===== src/rtl/axioma_tick_scheduler.sv =====
// Timer clock-select and prescaler block: two 10-bit prescalers, external pin
// edge detection and GTCCR reset/sync control, producing one-cycle count enables.
module axioma_tick_scheduler (
  input  logic       clk,
  input  logic       reset_n,
  input  logic [2:0] cs0,
  input  logic [2:0] cs1,
  input  logic [2:0] cs2,
  input  logic       t0_pin,
  input  logic       t1_pin,
  input  logic       gtccr_we,
  input  logic [7:0] gtccr_wdata,
  output logic [7:0] gtccr_rdata,
  output logic       tick0,
  output logic       tick1,
  output logic       tick2
);

  localparam int unsigned PSC_W  = 10;
  localparam int unsigned SYNC_W = 2;

  logic [PSC_W-1:0]  psc_s, psc_a;
  logic [PSC_W-1:0]  psc_s_next, psc_a_next;
  logic              tsm, psrasy, psrsync;
  logic              tsm_next, psrasy_next, psrsync_next;
  logic [SYNC_W-1:0] sync0, sync1;
  logic              hist0, hist1;
  logic              tick0_next, tick1_next, tick2_next;

  // Synchronous-prescaler taps, suppressed while the prescaler is held in reset
  logic s_div8, s_div64, s_div256, s_div1024;
  logic a_div8, a_div32, a_div64, a_div128, a_div256, a_div1024;
  logic ext0_fall, ext0_rise, ext1_fall, ext1_rise;

  logic unused_wdata;
  assign unused_wdata = ^gtccr_wdata[6:2];

  assign gtccr_rdata = {tsm, 5'b0, psrasy, psrsync};

  always_comb begin
    s_div8    = (&psc_s[2:0]) & ~psrsync;
    s_div64   = (&psc_s[5:0]) & ~psrsync;
    s_div256  = (&psc_s[7:0]) & ~psrsync;
    s_div1024 = (&psc_s[9:0]) & ~psrsync;
    a_div8    = (&psc_a[2:0]) & ~psrasy;
    a_div32   = (&psc_a[4:0]) & ~psrasy;
    a_div64   = (&psc_a[5:0]) & ~psrasy;
    a_div128  = (&psc_a[6:0]) & ~psrasy;
    a_div256  = (&psc_a[7:0]) & ~psrasy;
    a_div1024 = (&psc_a[9:0]) & ~psrasy;
    ext0_fall = hist0 & ~sync0[SYNC_W-1];
    ext0_rise = ~hist0 & sync0[SYNC_W-1];
    ext1_fall = hist1 & ~sync1[SYNC_W-1];
    ext1_rise = ~hist1 & sync1[SYNC_W-1];
  end

  // Prescaler and GTCCR next state; a write wins over self-clear
  always_comb begin
    psc_s_next   = psrsync ? '0 : psc_s + PSC_W'(1);
    psc_a_next   = psrasy  ? '0 : psc_a + PSC_W'(1);
    tsm_next     = tsm;
    psrasy_next  = psrasy;
    psrsync_next = psrsync;
    if (gtccr_we) begin
      tsm_next     = gtccr_wdata[7];
      psrasy_next  = gtccr_wdata[1];
      psrsync_next = gtccr_wdata[0];
    end else if (!tsm) begin
      psrasy_next  = 1'b0;
      psrsync_next = 1'b0;
    end
  end

  // Clock-select decode; the registered tick reflects the selection before the edge
  always_comb begin
    tick0_next = 1'b0;
    tick1_next = 1'b0;
    tick2_next = 1'b0;
    case (cs0)
      3'b001:  tick0_next = 1'b1;
      3'b010:  tick0_next = s_div8;
      3'b011:  tick0_next = s_div64;
      3'b100:  tick0_next = s_div256;
      3'b101:  tick0_next = s_div1024;
      3'b110:  tick0_next = ext0_fall;
      3'b111:  tick0_next = ext0_rise;
      default: tick0_next = 1'b0;
    endcase
    case (cs1)
      3'b001:  tick1_next = 1'b1;
      3'b010:  tick1_next = s_div8;
      3'b011:  tick1_next = s_div64;
      3'b100:  tick1_next = s_div256;
      3'b101:  tick1_next = s_div1024;
      3'b110:  tick1_next = ext1_fall;
      3'b111:  tick1_next = ext1_rise;
      default: tick1_next = 1'b0;
    endcase
    case (cs2)
      3'b001:  tick2_next = 1'b1;
      3'b010:  tick2_next = a_div8;
      3'b011:  tick2_next = a_div32;
      3'b100:  tick2_next = a_div64;
      3'b101:  tick2_next = a_div128;
      3'b110:  tick2_next = a_div256;
      3'b111:  tick2_next = a_div1024;
      default: tick2_next = 1'b0;
    endcase
  end

  always_ff @(posedge clk or negedge reset_n) begin
    if (!reset_n) begin
      psc_s   <= '0;
      psc_a   <= '0;
      tsm     <= 1'b0;
      psrasy  <= 1'b0;
      psrsync <= 1'b0;
      sync0   <= '0;
      sync1   <= '0;
      hist0   <= 1'b0;
      hist1   <= 1'b0;
      tick0   <= 1'b0;
      tick1   <= 1'b0;
      tick2   <= 1'b0;
    end else begin
      psc_s   <= psc_s_next;
      psc_a   <= psc_a_next;
      tsm     <= tsm_next;
      psrasy  <= psrasy_next;
      psrsync <= psrsync_next;
      sync0   <= {sync0[SYNC_W-2:0], t0_pin};
      sync1   <= {sync1[SYNC_W-2:0], t1_pin};
      hist0   <= sync0[SYNC_W-1];
      hist1   <= sync1[SYNC_W-1];
      tick0   <= tick0_next;
      tick1   <= tick1_next;
      tick2   <= tick2_next;
    end
  end

endmodule


===== config.mk =====
export PLATFORM = sky130hd
export DESIGN_NAME = axioma_tick_scheduler
export DESIGN_NICKNAME = d
export VERILOG_FILES = /design/src/rtl/axioma_tick_scheduler.sv
export SDC_FILE = /design/constraint.sdc
export NUM_CORES = 1
export LEC_CHECK = 0
export CAP_MARGIN = 30
export CORE_MARGIN = 4
export CORE_UTILIZATION = 50
export CTS_BUF_LIST = sky130_fd_sc_hd__clkbuf_4 sky130_fd_sc_hd__clkbuf_8
export CTS_CLUSTER_SIZE = 8
export DETAILED_ROUTE_END_ITERATION = 12
export MAX_ROUTING_LAYER = met4
export PLACE_DENSITY = 0.79
export SLEW_MARGIN = 20
export SYNTH_ARGS = -nofsm -noshare
export SYNTH_HDL_FRONTEND = slang
export SYNTH_SLANG_ARGS = --single-unit

===== constraint.sdc =====
create_clock -name clk -period 1.82 [get_ports clk]
set_clock_uncertainty 0.05 [all_clocks]
set_input_delay 0.182 -clock clk [delete_from_list [all_inputs] [get_ports clk]]
set_output_delay 0.182 -clock clk [all_outputs]
set_load 0.005 [all_outputs]

==> results of run 1 <==
## cell type report
cell class,count,area [µm²]
clock buffers,6,45.0
clock inverters,2,35.0
fillers,241,985
inverters,5,18.8
multi-input cells,103,679
flip-flops and latches,32,801
well taps,31,38.8
repair buffers,26,250
## cell families after synthesis
| group | count (synthesis) | share of synthesized area, % |
|---|---|---|
| xor+xnor | 3 | 1.69 |
| other cells | 1 | 0.242 |
| flops | 32 | 51.6 |
| fa+ha+maj | 5 | 4.03 |
| buf+inv | 15 | 5.56 |
| mux | 1 | 0.726 |
| simple gates | 50 | 20.1 |
| compound gates | 39 | 16.0 |
## layer usage
| metal | up-vias | GRT usage, % | part of all wire [%] |
|---|---|---|---|
| met5 | - | - | 0 |
| met4 | 0 | 6.47 | 2.0 |
| met3 | 7 | 6.39 | 3.6 |
| met2 | 30 | 26.2 | 48 |
| met1 | 580 | 19.3 | 46 |
| li1 | 589 | - | - |
## worst max-delay path by stage
stage                              from                 end  depth (start not counted)
floorplan            psc_s[0]$_DFF_PN0_     tick0$_DFF_PN0_                          5
global placement     psc_s[0]$_DFF_PN0_     tick1$_DFF_PN0_                          5
detailed placement   psc_a[0]$_DFF_PN0_     tick2$_DFF_PN0_                          7
CTS                 psrsync$_DFFE_PN0P_      gtccr_rdata[0]                          1
global route        psrsync$_DFFE_PN0P_      gtccr_rdata[0]                          1
finish               psc_a[0]$_DFF_PN0_  psc_a[8]$_DFF_PN0_                          4
## critical path: cells and delay by family, from the launching register on
family          cells  cell delay (ps)
fa+ha+maj           1              190
simple gates        2              740
compound gates      1              200
flops               1              420
## sequential cells by signal, indices dropped and copies added (netlist names)
name / flops
tsm: 1
tick2: 1
hist0: 1
psc_s: 10
sync1: 2
tick1: 1
psrsync: 1
hist1: 1
sync0: 2
tick0: 1
psc_a: 10
psrasy: 1
## power groups by stage
stage | combinational (W) | clock (W) | sequential, W
3_3_place_gp | 0.000232 | 0 | 0.000868
5_1_grt | 0.000282 | 0.000602 | 0.000875
2_1_floorplan | 0.000142 | 0 | 0.000855
4_1_cts | 0.000252 | 0.000560 | 0.000861
6_report | 0.000246 | 0.000539 | 0.000861
3_5_place_dp | 0.000248 | 0 | 0.000876
## layout by cell type (no fill, tap or decap), types with 3 or more instances in the layout
cell type                         count
sky130_fd_sc_hd__nand2_1              8
sky130_fd_sc_hd__ha_1                 5
sky130_fd_sc_hd__a21oi_1             12
sky130_fd_sc_hd__a21boi_0             3
sky130_fd_sc_hd__nor2_1               5
sky130_fd_sc_hd__dfrtp_1             32
sky130_fd_sc_hd__clkdlybuf4s50_1     22
sky130_fd_sc_hd__o21ai_0              7
sky130_fd_sc_hd__o31ai_1              6
sky130_fd_sc_hd__nor2b_1              6
sky130_fd_sc_hd__nand3_1              8
sky130_fd_sc_hd__inv_1                5
sky130_fd_sc_hd__buf_4                4
sky130_fd_sc_hd__conb_1               5
sky130_fd_sc_hd__or3_1                3
sky130_fd_sc_hd__xor2_1               3
sky130_fd_sc_hd__clkbuf_4             6
sky130_fd_sc_hd__or4_1                6
## metrics by stage
step                      power [W]  cells
after floorplan            0.000997    150
after global placement      0.00110    197
after detailed placement    0.00112    197
after CTS                   0.00167    205
after global routing        0.00176    205
final                       0.00165    205
==> metrics.log, run 1 <==
INFO  metric yosys.area.top_type_share = 51.6%
INFO  metric floorplan.initialDensity = 54.4%
INFO  metric placed_cell_area = 0.00179 mm²
INFO  metric finalCritPeriodShare = 92.9%
INFO  metric synth-seq-cells = 32
INFO  metric cellLeakagePower = 0.804 nW
INFO  metric layout_min_cycle_time = 1690 ps
INFO  metric cts_sinks = 32
INFO  metric syn_area = 0.00155 mm²
INFO  metric diodes = 0
INFO  metric pwr-share-seq = 52.3%
INFO  metric setup_ws = 128 ps
INFO  metric holdWs = 188 ps
INFO  metric postCtsHoldBufs = 0
INFO  metric synth_warnings = 0
INFO  metric track_usage = 16.7%
INFO  metric antenna_found_initial = 0
INFO  metric rows = 19
INFO  metric power.share.clock = 32.8%
INFO  metric grt_pass1_wl = 5050 µm
INFO  metric setup_tns = 0 ps
INFO  metric setup-violations-final = 0
INFO  metric via_count = 1206
INFO  metric boundaryPins = 33
INFO  metric worstReg2RegEnd = psc_a[8]$_DFF_PN0_
INFO  metric timing.critical_path.slowest_cell_delay = 540 ps
INFO  metric timing_hold_violations_final = 0
INFO  metric first_global_vias = 1135
INFO  metric cts.path.max_buffers = 2
INFO  metric hpwl = 2220 µm
INFO  metric ys.flop_type = sky130_fd_sc_hd__dfrtp_1
INFO  metric dpl_worst_slack = 193 ps
INFO  metric critical_path_class = flip-flop to flip-flop
INFO  metric gp_congestion = 0.735
INFO  metric fmax = 0.591 GHz
INFO  metric detail_route.first_pass.iterations = 4
INFO  metric status = completed
INFO  metric reg2regPathDepth = 4
INFO  metric worst_hold_class = input pin to async pin
INFO  metric path_cells = ha_1 -> nand3_1 -> or4_1 -> a21oi_1
INFO  metric clockRootBuffer = sky130_fd_sc_hd__clkbuf_4
INFO  metric cp_data_arrival_time = 1890 ps
INFO  metric postLayoutCoreUtil = 65.5%
INFO  metric yosys-top-cells-area = sky130_fd_sc_hd__dfrtp_1 52%, sky130_fd_sc_hd__ha_1 4.0%, sky130_fd_sc_hd__a21oi_1 3.9%
INFO  metric postSynthAreaPerCell = 10.6 µm²
INFO  metric number_of_levels_in_the_clock_h_tree = 2
INFO  metric clk_transition_reported_paths = 100 ps
INFO  metric p_int = 0.00122 W
INFO  metric async_reset_ff_share = 100%
INFO  metric detail_route.wl_per_cell = 14.5 µm
INFO  metric post_cts_resized = 0
INFO  metric power.share.switching = 25.7%
INFO  metric vias_per_cell = 5.88
INFO  metric stdcell_area = 0.00187 mm²
INFO  metric initialDrtViolationCount = 57
INFO  metric cpMaxStageDelayCell = sky130_fd_sc_hd__or4_1
INFO  metric rr_startpoint = psc_a[0]$_DFF_PN0_
INFO  metric drc_errors = 0
INFO  metric max-vdd-ir-drop = 0.000501 V
INFO  metric post_synth_inst_count = 146
INFO  metric fp.coreArea = 0.00285 mm²
INFO  metric synth-edff-count = 0
INFO  metric fp.dieH = 63.7 µm
INFO  metric detail-route-antenna-nets = 0
INFO  metric clock_latency = 330 ps
INFO  metric setup.reg_to_reg.worst_slack = 130 ps
INFO  metric final-max-slew-violation-count = 0
INFO  metric netlist_top_cells_count = 32 x sky130_fd_sc_hd__dfrtp_1, 12 x sky130_fd_sc_hd__a21oi_1, 8 x sky130_fd_sc_hd__buf_4, 8 x sky130_fd_sc_hd__nand2_1, 8 x sky130_fd_sc_hd__nand3_1
INFO  metric pin_count_of_the_biggest_net_entering_global_routing = 33
INFO  metric net_switching_power = 0.000423 W
INFO  metric postCtsSetupBuffers = 0
INFO  metric fraction_of_final_layout_cells_sized_beyond_drive_strength_1 = 9.20%
INFO  metric synth.lib_cells_used.distinct = 35
INFO  metric max-cap-violations = 0
INFO  metric grt_setup_unrepaired = false
INFO  metric io_buffers = 22
INFO  metric timing.critical_path.required = 2010 ps
INFO  metric dieWidth = 63.7 µm
INFO  metric area_growth_syn_to_layout = 20.4%
INFO  metric power.combinational.fraction = 14.9%
INFO  metric num-nets-final = 200
INFO  metric ys_seq_area_share = 51.6%
INFO  metric worst_setup_path_start_kind = flip-flop
INFO  metric cp-end-kind = flip-flop
INFO  metric synthMostInstantiatedCell = sky130_fd_sc_hd__dfrtp_1
INFO  metric totalWireLength = 2970 µm
INFO  metric cts_buffers = 5
INFO  metric synth.largest_area_cell = sky130_fd_sc_hd__dfrtp_1
INFO  metric fp.dieArea = 0.00406 mm²
INFO  metric tritoncts = built
INFO  metric cellPowerDensity = 881 mW/mm²
INFO  metric gr-total-overflow = 0
INFO  metric worstPathMaxFanout = 6
(Power assumes the default switching activity.)
==> run 2: changes to the inputs <==
Settings changed: TNS_END_PERCENT set to 5.
==> results of run 2 <==
The final DEF is identical to that of run 1; final timing and power are the same.
==> run 3: changes to the inputs <==
Settings changed: GPL_ROUTABILITY_DRIVEN set to 0.
==> results of run 3 <==
The final DEF is identical to that of run 1; final timing and power are the same.
